`config.mk`:
```
export PLATFORM = sky130hd
export DESIGN_NAME = xor_checksum_flat
export DESIGN_NICKNAME = d
export VERILOG_FILES = /design/src/rtl/xor_pkg.sv /design/src/rtl/xor_checksum_if.sv /design/src/rtl/xor_reduce.sv /design/src/rtl/xor_checksum.sv /design/src/flat_wrapper.sv
export SDC_FILE = /design/constraint.sdc
export NUM_CORES = 1
export LEC_CHECK = 0
export ABC_AREA = 1
export CAP_MARGIN = 20
export CORE_MARGIN = 2
export CORE_UTILIZATION = 56
export CTS_CLUSTER_SIZE = 25
export DETAILED_ROUTE_END_ITERATION = 7
export PLACE_DENSITY = 0.92
export SLEW_MARGIN = 5
export SYNTH_ARGS = -nofsm -noshare
export SYNTH_HDL_FRONTEND = slang
export SYNTH_SLANG_ARGS = --single-unit
```
`constraint.sdc`:
```
create_clock -name clk -period 2.1 [get_ports clk]
set_input_delay 0.21 -clock clk [delete_from_list [all_inputs] [get_ports clk]]
set_output_delay 0.21 -clock clk [all_outputs]
set_load 0.01 [all_outputs]
```
`src/rtl/xor_pkg.sv`:
```
// Shared definitions for the XOR checksum block: FSM state encoding and
// default widths used by the interface and the datapath.
package xor_pkg;

  typedef enum logic {
    ST_ACCUM = 1'b0,
    ST_HOLD  = 1'b1
  } state_t;

  localparam int DEF_WIDTH = 8;
  localparam int DEF_CNT_W = 16;

endpackage

```
`src/rtl/xor_checksum_if.sv`:
```
// Stream-in / result-out bundle for the XOR checksum block.
// The slave modport is the checksum engine; the master modport is the
// producer/consumer pair that feeds beats and takes results.
interface xor_checksum_if
  import xor_pkg::*;
#(
  parameter int WIDTH = DEF_WIDTH,
  parameter int CNT_W = DEF_CNT_W
);

  logic             in_valid;
  logic             in_ready;
  logic [WIDTH-1:0] in_data;
  logic             in_last;
  logic             out_valid;
  logic             out_ready;
  logic [WIDTH-1:0] out_sum;
  logic             out_parity;
  logic [CNT_W-1:0] out_count;

  modport slave (
    input  in_valid, in_data, in_last, out_ready,
    output in_ready, out_valid, out_sum, out_parity, out_count
  );

  modport master (
    output in_valid, in_data, in_last, out_ready,
    input  in_ready, out_valid, out_sum, out_parity, out_count
  );

endinterface

```
`src/rtl/xor_reduce.sv`:
```
// Combinational XOR-reduction of a word; produces its parity bit.
module xor_reduce #(
  parameter int WIDTH = 8
) (
  input  logic [WIDTH-1:0] data_i,
  output logic             parity_o
);

  // Parity is simply the XOR of every bit of the word.
  always_comb begin
    parity_o = ^data_i;
  end

endmodule

```
`src/rtl/xor_checksum.sv`:
```
// Frame XOR checksum: accumulates beats until in_last, then holds the
// (optionally inverted) sum and a saturating beat count until the consumer
// takes it. Two states: ACCUM accepts beats, HOLD presents the result.
module xor_checksum
  import xor_pkg::*;
#(
  parameter int WIDTH    = DEF_WIDTH,
  parameter int CNT_W    = DEF_CNT_W,
  parameter bit ODD_MODE = 1'b0
) (
  input  logic            clk,
  input  logic            rst,
  xor_checksum_if.slave   bus
);

  localparam logic [CNT_W-1:0] CNT_MAX  = {CNT_W{1'b1}};
  localparam logic [WIDTH-1:0] SUM_MASK = {WIDTH{ODD_MODE}};

  state_t           state_q, state_d;
  logic [WIDTH-1:0] acc_q, acc_d;
  logic [CNT_W-1:0] cnt_q, cnt_d;
  logic [WIDTH-1:0] sum_q, sum_d;
  logic [CNT_W-1:0] count_q, count_d;
  logic [CNT_W-1:0] cntInc;
  logic             inReady;
  logic             outValid;
  logic             accept;
  logic             parity;

  // Beat count after this beat, pinned at all-ones instead of wrapping.
  always_comb begin
    cntInc = (cnt_q == CNT_MAX) ? cnt_q : cnt_q + 1'b1;
  end

  // Next-state and handshake decode; every register holds unless a beat
  // is accepted in ACCUM or the result is taken in HOLD.
  always_comb begin
    state_d  = state_q;
    acc_d    = acc_q;
    cnt_d    = cnt_q;
    sum_d    = sum_q;
    count_d  = count_q;
    inReady  = (state_q == ST_ACCUM);
    outValid = (state_q == ST_HOLD);
    accept   = bus.in_valid && inReady;
    case (state_q)
      ST_ACCUM: begin
        if (accept) begin
          if (bus.in_last) begin
            sum_d   = (acc_q ^ bus.in_data) ^ SUM_MASK;
            count_d = cntInc;
            acc_d   = '0;
            cnt_d   = '0;
            state_d = ST_HOLD;
          end else begin
            acc_d = acc_q ^ bus.in_data;
            cnt_d = cntInc;
          end
        end
      end
      ST_HOLD: begin
        if (bus.out_ready) begin
          state_d = ST_ACCUM;
        end
      end
      default: state_d = ST_ACCUM;
    endcase
  end

  // State and datapath registers; reset wins over any handshake.
  always_ff @(posedge clk) begin
    if (rst) begin
      state_q <= ST_ACCUM;
      acc_q   <= '0;
      cnt_q   <= '0;
      sum_q   <= '0;
      count_q <= '0;
    end else begin
      state_q <= state_d;
      acc_q   <= acc_d;
      cnt_q   <= cnt_d;
      sum_q   <= sum_d;
      count_q <= count_d;
    end
  end

  xor_reduce #(
    .WIDTH (WIDTH)
  ) u_reduce (
    .data_i   (sum_q),
    .parity_o (parity)
  );

  assign bus.in_ready   = inReady;
  assign bus.out_valid  = outValid;
  assign bus.out_sum    = sum_q;
  assign bus.out_parity = parity;
  assign bus.out_count  = count_q;

endmodule

```
`src/flat_wrapper.sv`:
```
// flat-port wrapper written by rule: the top's interface ports become plain ports
module xor_checksum_flat import xor_pkg::*;
#(
  parameter int WIDTH    = DEF_WIDTH,
  parameter int CNT_W    = DEF_CNT_W,
  parameter bit ODD_MODE = 1'b0
)
  (clk, rst, bus_in_valid, bus_in_data, bus_in_last, bus_out_ready, bus_in_ready, bus_out_valid, bus_out_sum, bus_out_parity, bus_out_count);
  xor_checksum_if #(.WIDTH(WIDTH), .CNT_W(CNT_W)) bus_i ();
  input  logic clk;
  input  logic rst;
  input wire logic [$bits(bus_i.in_valid)-1:0] bus_in_valid;
  input wire logic [$bits(bus_i.in_data)-1:0] bus_in_data;
  input wire logic [$bits(bus_i.in_last)-1:0] bus_in_last;
  input wire logic [$bits(bus_i.out_ready)-1:0] bus_out_ready;
  output wire logic [$bits(bus_i.in_ready)-1:0] bus_in_ready;
  output wire logic [$bits(bus_i.out_valid)-1:0] bus_out_valid;
  output wire logic [$bits(bus_i.out_sum)-1:0] bus_out_sum;
  output wire logic [$bits(bus_i.out_parity)-1:0] bus_out_parity;
  output wire logic [$bits(bus_i.out_count)-1:0] bus_out_count;
  assign bus_i.in_valid = bus_in_valid;
  assign bus_i.in_data = bus_in_data;
  assign bus_i.in_last = bus_in_last;
  assign bus_i.out_ready = bus_out_ready;
  assign bus_in_ready = bus_i.in_ready;
  assign bus_out_valid = bus_i.out_valid;
  assign bus_out_sum = bus_i.out_sum;
  assign bus_out_parity = bus_i.out_parity;
  assign bus_out_count = bus_i.out_count;
  xor_checksum #(.WIDTH(WIDTH), .CNT_W(CNT_W), .ODD_MODE(ODD_MODE)) u_core (.clk(clk), .rst(rst), .bus(bus_i));
endmodule
```
# Word level (Yosys, flattened, before mapping)
# Index checks and enable logic that the tools add are counted.
[classes] addsub=1 eq_ne=1 n_mux=7 bitwise_logic=2 n_reduce_logical=4
[op_table] operator="two-way mux 16 bit" n=2
[op_table] operator="adder 16 x 1 -> 16 bit (second input constant)" n=1
[op_table] operator="equality test 16 bit (second input constant)" n=1
[op_table] operator="two-way mux 8 bit" n=1
[op_table] operator="XOR reduction 8 bit" n=1
[op_table] operator="XOR 8 bit" n=1
[op_table] operator="two-way mux 1 bit" n=3
[op_table] operator="AND reduction 3 bit" n=1
[op_table] operator="case mux 1 bit (2 select lines)" n=1
[op_table] operator="AND reduction 2 bit" n=1
[op_table] operator="logical AND 1 bit" n=1
[op_table] operator="inverter 1 bit" n=1
[word_totals] ff_bits=49 wordCells=20

# Depth between registers and ports, before layout
# Gate-level depths: netlist (run 1).
[depth] ltp_word=4 depth_mapped=10 depth_no_buf=10

# Modules after synthesis
# A second synthesis (run 1) with hierarchy kept.
[hier_totals] hier_cells=356 area_unflattened_um2=2438.6
[modules_own_cells] module="xor_checksum" instances=1 cells_per_inst=309 area_per_inst_um2=2262.2 seq_area_each_um2=980.9
[modules_own_cells] module="xor_reduce" instances=1 cells_per_inst=47 area_per_inst_um2=176.4 seq_area_each_um2=0.0

# Worst setup path after synthesis (run 1)
# OpenSTA, ideal clock, no wires.
[synth_timing] path_type="register to register" from="register u_core.cnt_q[0]" to="register u_core.cnt_q[0]" arrival_time_ps=1353 t_required_ps=2032 path_slack_ps=679 path_stages_with_launch=11 path_buffers=1 period_less_slack_ps=1421 cell_sequence="dfxtp_1 > ha_1 > nand2_1 > nor2_1 > nand2_2 > nor2_4 > buf_6 > nand2_1 > nand2_1 > nand2_1 > a21oi_2"
[synth_between] elab_chain_len=3
[synth_rtl] element="start, declared" line_no="xor_checksum.sv:21" source="logic [CNT_W-1:0] cnt_q, cnt_d;"
[synth_rtl] element="start signal, assigned" line_no="xor_checksum.sv:81" source="cnt_q <= cnt_d;"
[synth_rtl] element="adder 16 x 1 -> 16 bit or equality test 16 bit (tied branches)" line_no="xor_checksum.sv:32" source="cntInc = (cnt_q == CNT_MAX) ? cnt_q : cnt_q + 1'b1;"
[synth_rtl] element="two-way mux 16 bit *" line_no="xor_checksum.sv:32"
[synth_rtl] element="two-way mux 16 bit *" line_no="xor_checksum.sv:49" source="if (bus.in_last) begin"
# Every way passes the cells marked *; elsewhere a longest branch is shown, timed or not.
# A chain may end at the register's enable or synchronous reset.

# Final worst setup path (run 1)
[layout_timing] from="register u_core.sum_q[3] (netlist: u_core.bus.out_sum[3])" to="output bus_out_parity"
[layout_between] elab_chain_len=1
[layout_rtl] element="start, declared" line_no="xor_checksum.sv:22" source="logic [WIDTH-1:0] sum_q, sum_d;"
[layout_rtl] element="start signal, assigned" line_no="xor_checksum.sv:82" source="sum_q <= sum_d;"
[layout_rtl] element="XOR reduction 8 bit" line_no="xor_reduce.sv:11" source="parity_o = ^data_i;"
[layout_rtl] element="end, declared" line_no="flat_wrapper.sv:19" source="output wire logic [$bits(bus_i.out_parity)-1:0] bus_out_parity;"
# No other way between the ends.

==> results.txt, run 1 <==
Vias in the first global route = 1,879
RSZ-0062 raised after global routing = no
Flip-flop and latch count after synthesis = 49
Site Rows = 23
Fraction of final layout cells sized beyond drive strength 1 = 5.74%
Clock period minus final worst setup slack = 1.92 ns
Via density per instance = 5.34
Post-Place Cell Area = 2740 µm²
Tightest Hold Check Type = flip-flop to flip-flop
Sum Neg Setup Slack = 0 ns
FF-to-FF Start = u_core.cnt_q[1]
Fmax = 521 MHz
Die width = 68.3 µm
Combinational family with the most area after synthesis = simple AND/OR/NAND/NOR gates
Critical Path AT = 1.71 ns
Multiplexer share of the synthesized area = 0%
Worst path setup slack after routing = 0.179 ns
Compound-cell area share of the yosys netlist = 15.7%
Placed Cells = 408
Instance count along the most critical hold path = 2
Cell area after synthesis = 2320 µm²
Number of violations of the max-capacitance limit = 0
Final weighted congestion of routability-driven global placement = 0.934
PostCTS Resize Cnt = 0
Nets@finish = 379
Deepest clock path buffer count = 2
Synth Area in Adders = 0.540%
H-tree depth = 2
Vertical die dimension = 68.3 µm
Overall track demand over capacity in global routing = 24.8%
Boundary pin count = 40
Final HPWL from detailed placement = 3.77 mm
Most common cell after layout, fill and taps aside = sky130_fd_sc_hd__nand2_1
Post-detailed-route wirelength per cell = 13.0 µm
Result of the run = finished clean
Worst-case setup slack after placement = 0.278 ns
Crit Path Class = flip-flop to output pin
First-pass GRT wire length = 8.62 mm
Number of non-filler instances in the completed layout = 416
Synthesis Warnings = 0
Net Count, Synth = 342
Worst-path fanout max = 3
Ant. Diodes = 0
Clock latency of the later-clocked register in the worst-skew pair = 0.30 ns
Clock sinks = 49
Actual transition at the worst max-transition pin = 0.639 ns
Clock slew at reported path FFs = 0.09 ns
Die area = 4670 µm²
Post-synth top area share = 42.4%
Initial detailed-routing violation count = 236
Via Count = 2,220
Relative slew margins = 57.4%
Final Cycle Share = 91.5%
Number of distinct standard cells referenced by the synthesized netlist = 24
Startpoint Class = flip-flop
First-pass DRT Iterations = 4
Number of failing hold endpoints at the final stage = 0
Gate count of the mapped netlist = 328
Worst Path Required = 1.89 ns
Static Leak = 1.15 nW
Timing startpoint of the critical path = u_core.bus.out_sum[3]
Congestion Overflow GR = 0
Final cell area excluding filler cells = 2850 µm²
Final-report max-slew violation count = 0
Post-synthesis share of cell area spent on and, or, nand and nor gates = 26.4%
Core outline area = 4000 µm²
R2r worst-path depth = 10
Mean instance size in the synthesized netlist = 7.06 µm²
Starting utilization of the core area = 57.9%
Number of nets with antenna violations after detailed routing = 0
Clock tree skew after final layout = 0.00682 ns
DRC violation count after routing = 0
Hold Buf Count CTS = 0
Total wire length = 5.42 mm
Final number of setup-violating endpoints = 0
Worst VDD drop = 0.363 mV
Post-CTS setup buffer count = 0
TritonCTS clock tree = yes
Commonest cells after routing, fill and taps aside = sky130_fd_sc_hd__nand2_1 (77), sky130_fd_sc_hd__dfxtp_1 (49), sky130_fd_sc_hd__nor2_1 (48)
Quantity of I/O buffers inserted on ports = 39
Largest net degree at the start of global routing = 32
Power per unit of standard cell area = 695 nW/µm²
Reg2Reg Setup Slack = 0.27 ns
Xor and xnor area share after synthesis = 7.56%
Sort of element at the end of the critical path = output pin
Portion of the post-synthesis area used by sequential elements = 42.4%
Leading post-synthesis cells by cell area = sky130_fd_sc_hd__dfxtp_1 (42%), sky130_fd_sc_hd__nand2_1 (12%), sky130_fd_sc_hd__nor2_1 (7.8%), sky130_fd_sc_hd__o21ai_0 (6.3%), sky130_fd_sc_hd__a21oi_1 (6.1%)
Clock root buffer = sky130_fd_sc_hd__clkbuf_8
Min-delay src = u_core.acc_q[1]
Library cell with the largest summed area after synthesis = sky130_fd_sc_hd__dfxtp_1
Initial antenna violation count = 0
Number of buffers added by the clock tree synthesis step = 5
Synth-to-Final Area Change = 23.1%
==> path summary, 6_finish.rpt <==
kind,endpoint
worst max-delay path,bus_out_parity
worst min register to register,u_core.acc_q[1]
worst min-delay path,u_core.acc_q[1]
worst max register to register,u_core.bus.out_count[1]
==> through the flow <==
| stage | util, % | hold slack (ns) | power (mW) |
|---|---|---|---|
| floorplan | - | 0.413 | 1.17 |
| global placement | 68.4 | 0.464 | 1.30 |
| detailed placement | 68.4 | 0.471 | 1.31 |
| CTS | 71.3 | 0.484 | 1.99 |
| global route | 71.3 | 0.508 | 2.06 |
| finish | 71.3 | 0.485 | 1.98 |
==> cells in the mapped netlist, drive strengths merged <==
cell / number
a21oi: 30
buf: 5
clkbuf: 9
clkinv: 1
dfxtp: 49
ha: 1
inv: 26
nand2: 79
nand3: 16
nand3b: 1
nand4: 2
nor2: 50
o21a: 1
o21ai: 29
o21bai: 7
or2: 2
xnor2: 7
xor2: 13
==> report_power, final <==
group	internal, mW	switching (mW)
combinational	0.151	0.143
sequential	0.969	0.0266
clock	0.388	0.304
==> metal layers <==
layer,wire length (µm),part of all wire [%],global-route usage (%),vias up
li1,-,-,-,1111
met1,2370,44,31.1,1028
met2,2660,49,41.3,77
met3,340,6.3,6.58,4
met4,42,0.78,8.25,0
met5,0,0,0,-
==> cells by family after synthesis <==
family / Yosys count
fa+ha+maj: 1
simple gates: 150
xor+xnor: 20
flops: 49
compound gates: 67
buf+inv: 41
==> cell type report <==
type / instances / area, µm²
multi-input cells: 238 / 1160
fillers: 313 / 1150
flip-flops and latches: 49 / 981
repair buffers: 44 / 428
inverters: 27 / 101
clock buffers: 7 / 86.3
well taps: 50 / 62.6
clock inverters: 1 / 30.0
==> sequential cells by signal, indices dropped and copies added (netlist names) <==
signal	cells
u_core.bus.out_count	16
u_core.bus.out_valid	1
u_core.bus.out_sum	8
u_core.cnt_q	16
u_core.acc_q	8
==> critical path, stage by stage, from the launching register on <==
cell and delay, ns:
sky130_fd_sc_hd__dfxtp_1 0.38, sky130_fd_sc_hd__xor2_1 0.18, sky130_fd_sc_hd__xnor2_1 0.16, sky130_fd_sc_hd__xnor2_1 0.14, sky130_fd_sc_hd__clkdlybuf4s50_1 0.55
(Power assumes the default switching activity.)
==> run 2: changes to the inputs <==
==> constraint.sdc (replaced) <==
create_clock -name clk -period 2.25 [get_ports clk]
set_input_delay 0.225 -clock clk [delete_from_list [all_inputs] [get_ports clk]]
set_output_delay 0.225 -clock clk [all_outputs]
set_load 0.01 [all_outputs]
==> results.txt, run 2 (same netlist as run 1, synthesis figures left out) <==
Core outline area = 4000 µm² (unchanged)
Quantity of I/O buffers inserted on ports = 39 (unchanged)
Relative slew margins = 59.6% (was 57.4%)
Worst Path Required = 2.03 ns (was 1.89 ns)
Timing startpoint of the critical path = u_core.bus.out_sum[3] (unchanged)
RSZ-0062 raised after global routing = no (unchanged)
Congestion Overflow GR = 0 (unchanged)
Final Cycle Share = 85.9%
Total wire length = 5.53 mm (was 5.42 mm)
Actual transition at the worst max-transition pin = 0.605 ns (was 0.639 ns)
Number of violations of the max-capacitance limit = 0 (unchanged)
Worst path slowest cell = sky130_fd_sc_hd__clkdlybuf4s50_1 (unchanged)
First-pass DRT Iterations = 4 (unchanged)
Most common cell after layout, fill and taps aside = sky130_fd_sc_hd__nand2_1 (unchanged)
DRC violation count after routing = 0 (unchanged)
Clock root buffer = sky130_fd_sc_hd__clkbuf_8 (unchanged)
Min-delay src = u_core.acc_q[0] (was u_core.acc_q[1])
Result of the run = finished clean (unchanged)
Initial detailed-routing violation count = 211 (was 236)
Via Count = 2,236 (was 2,220)
Clock sinks = 49 (unchanged)
Ant. Diodes = 0 (unchanged)
Worst VDD drop = 0.271 mV (was 0.363 mV)
FF-to-FF Start = u_core.cnt_q[0] (was u_core.cnt_q[1])
Power after layout = 1.86 mW (was 1.98 mW)
Die width = 68.3 µm (unchanged)
Power per unit of standard cell area = 652 nW/µm² (was 695 nW/µm²)
Cell seen most often among critical-path stages = sky130_fd_sc_hd__xnor2_1 (unchanged)
Synth-to-Final Area Change = 23.1% (unchanged)
Final core utilization = 71.3% (unchanged)
Sort of element at the end of the critical path = output pin (unchanged)
Post-detailed-route wirelength per cell = 13.3 µm (was 13.0 µm)
Static Leak = 1.15 nW (unchanged)
Deepest clock path buffer count = 2 (unchanged)
PostCTS Resize Cnt = 0 (unchanged)
Number of nets with antenna violations after detailed routing = 0 (unchanged)
Worst-path fanout max = 3 (unchanged)
Number of failing hold endpoints at the final stage = 0 (unchanged)
Post-CTS setup buffer count = 0 (unchanged)
Fmax = 518 MHz
Final HPWL from detailed placement = 3.84 mm (was 3.77 mm)
First-pass GRT wire length = 8.80 mm (was 8.62 mm)
Via density per instance = 5.38 (was 5.34)
Crit Path Class = flip-flop to output pin (unchanged)
Overall track demand over capacity in global routing = 25.6% (was 24.8%)
Vias in the first global route = 2,014 (was 1,879)
Crit path largest cell delay = 0.55 ns (about the same)
Worst path setup slack after routing = 0.318 ns (was 0.179 ns)
Critical Path AT = 1.71 ns (about the same)
Commonest cells after routing, fill and taps aside = sky130_fd_sc_hd__nand2_1 (77), sky130_fd_sc_hd__dfxtp_1 (49), sky130_fd_sc_hd__nor2_1 (48) (unchanged)
Final weighted congestion of routability-driven global placement = 0.898 (was 0.934)
Final number of setup-violating endpoints = 0 (unchanged)
Vertical die dimension = 68.3 µm (unchanged)
Clock slew at reported path FFs = 0.09 ns (about the same)
Sum Neg Setup Slack = 0 ns (unchanged)
Nets@finish = 379 (unchanged)
Hold Buf Count CTS = 0 (unchanged)
Fraction of final layout cells sized beyond drive strength 1 = 5.74% (unchanged)
Worst-case setup slack after placement = 0.379 ns (was 0.278 ns)
Initial antenna violation count = 0 (unchanged)
Clock period minus final worst setup slack = 1.93 ns
Largest net degree at the start of global routing = 32 (unchanged)
Crit-path cells = xor2_1, xnor2_1, xnor2_1, clkdlybuf4s50_1 (unchanged)
Clock latency of the later-clocked register in the worst-skew pair = 0.30 ns (about the same)
Site Rows = 23 (unchanged)
Boundary pin count = 40 (unchanged)
TritonCTS clock tree = yes (unchanged)
Number of buffers added by the clock tree synthesis step = 5 (unchanged)
H-tree depth = 2 (unchanged)
Startpoint Class = flip-flop (unchanged)
Tightest Hold Check Type = flip-flop to flip-flop (unchanged)
Final worst hold slack = 0.483 ns (was 0.485 ns)
Die area = 4670 µm² (unchanged)
Clock tree skew after final layout = 0.00583 ns (was 0.00682 ns)
Final-report max-slew violation count = 0 (unchanged)
Starting utilization of the core area = 57.9% (unchanged)
==> run 2: area by class of cell <==
type	instances	area, µm²
fill	315	1150
timing repair buffer	44	428
clock inverter	1	30.0
tap	50	62.6
inverter	27	101
multi-input combinational	238	1160
clock buffer	7	86.3
sequential	49	981
==> run 2: critical path, delay by kind of cell, from the launching register on <==
family | cells | cell delay, ns
XOR/XNOR | 3 | 0.48
buffers and inverters | 1 | 0.55
flip-flops | 1 | 0.37
==> run 2: power by group <==
part	leakage (nW)	switching, mW	internal (mW)	total [mW]
clock	0.0585	0.292	0.363	0.655
combinational	0.687	0.134	0.141	0.275
sequential	0.400	0.0256	0.904	0.930
==> run 2: final timing paths <==
kind	endpoint	slack, ns	cells past startpoint
max reg2reg	u_core.cnt_q[10]	0.35	9
min reg2reg	u_core.acc_q[0]	0.48	2
max	bus_out_parity	0.32	4
min	u_core.acc_q[0]	0.48	2
==> run 2: routing by layer <==
metal	routed length (µm)	part of all wire [%]	up-vias	GRT usage (%)
li1	-	-	1119	-
met1	2480	45	1028	29.7
met2	2620	47	80	43.9
met3	337	6.1	9	5.59
met4	98	1.8	0	13.0
met5	0	0	-	0
==> run 2: per-stage QoR <==
stage                     cells  instance area, µm²
after global routing        416                2850
after global placement      408                2740
after detailed placement    408                2740
after floorplan             328                2320
after CTS                   416                2850
final                       416                2850
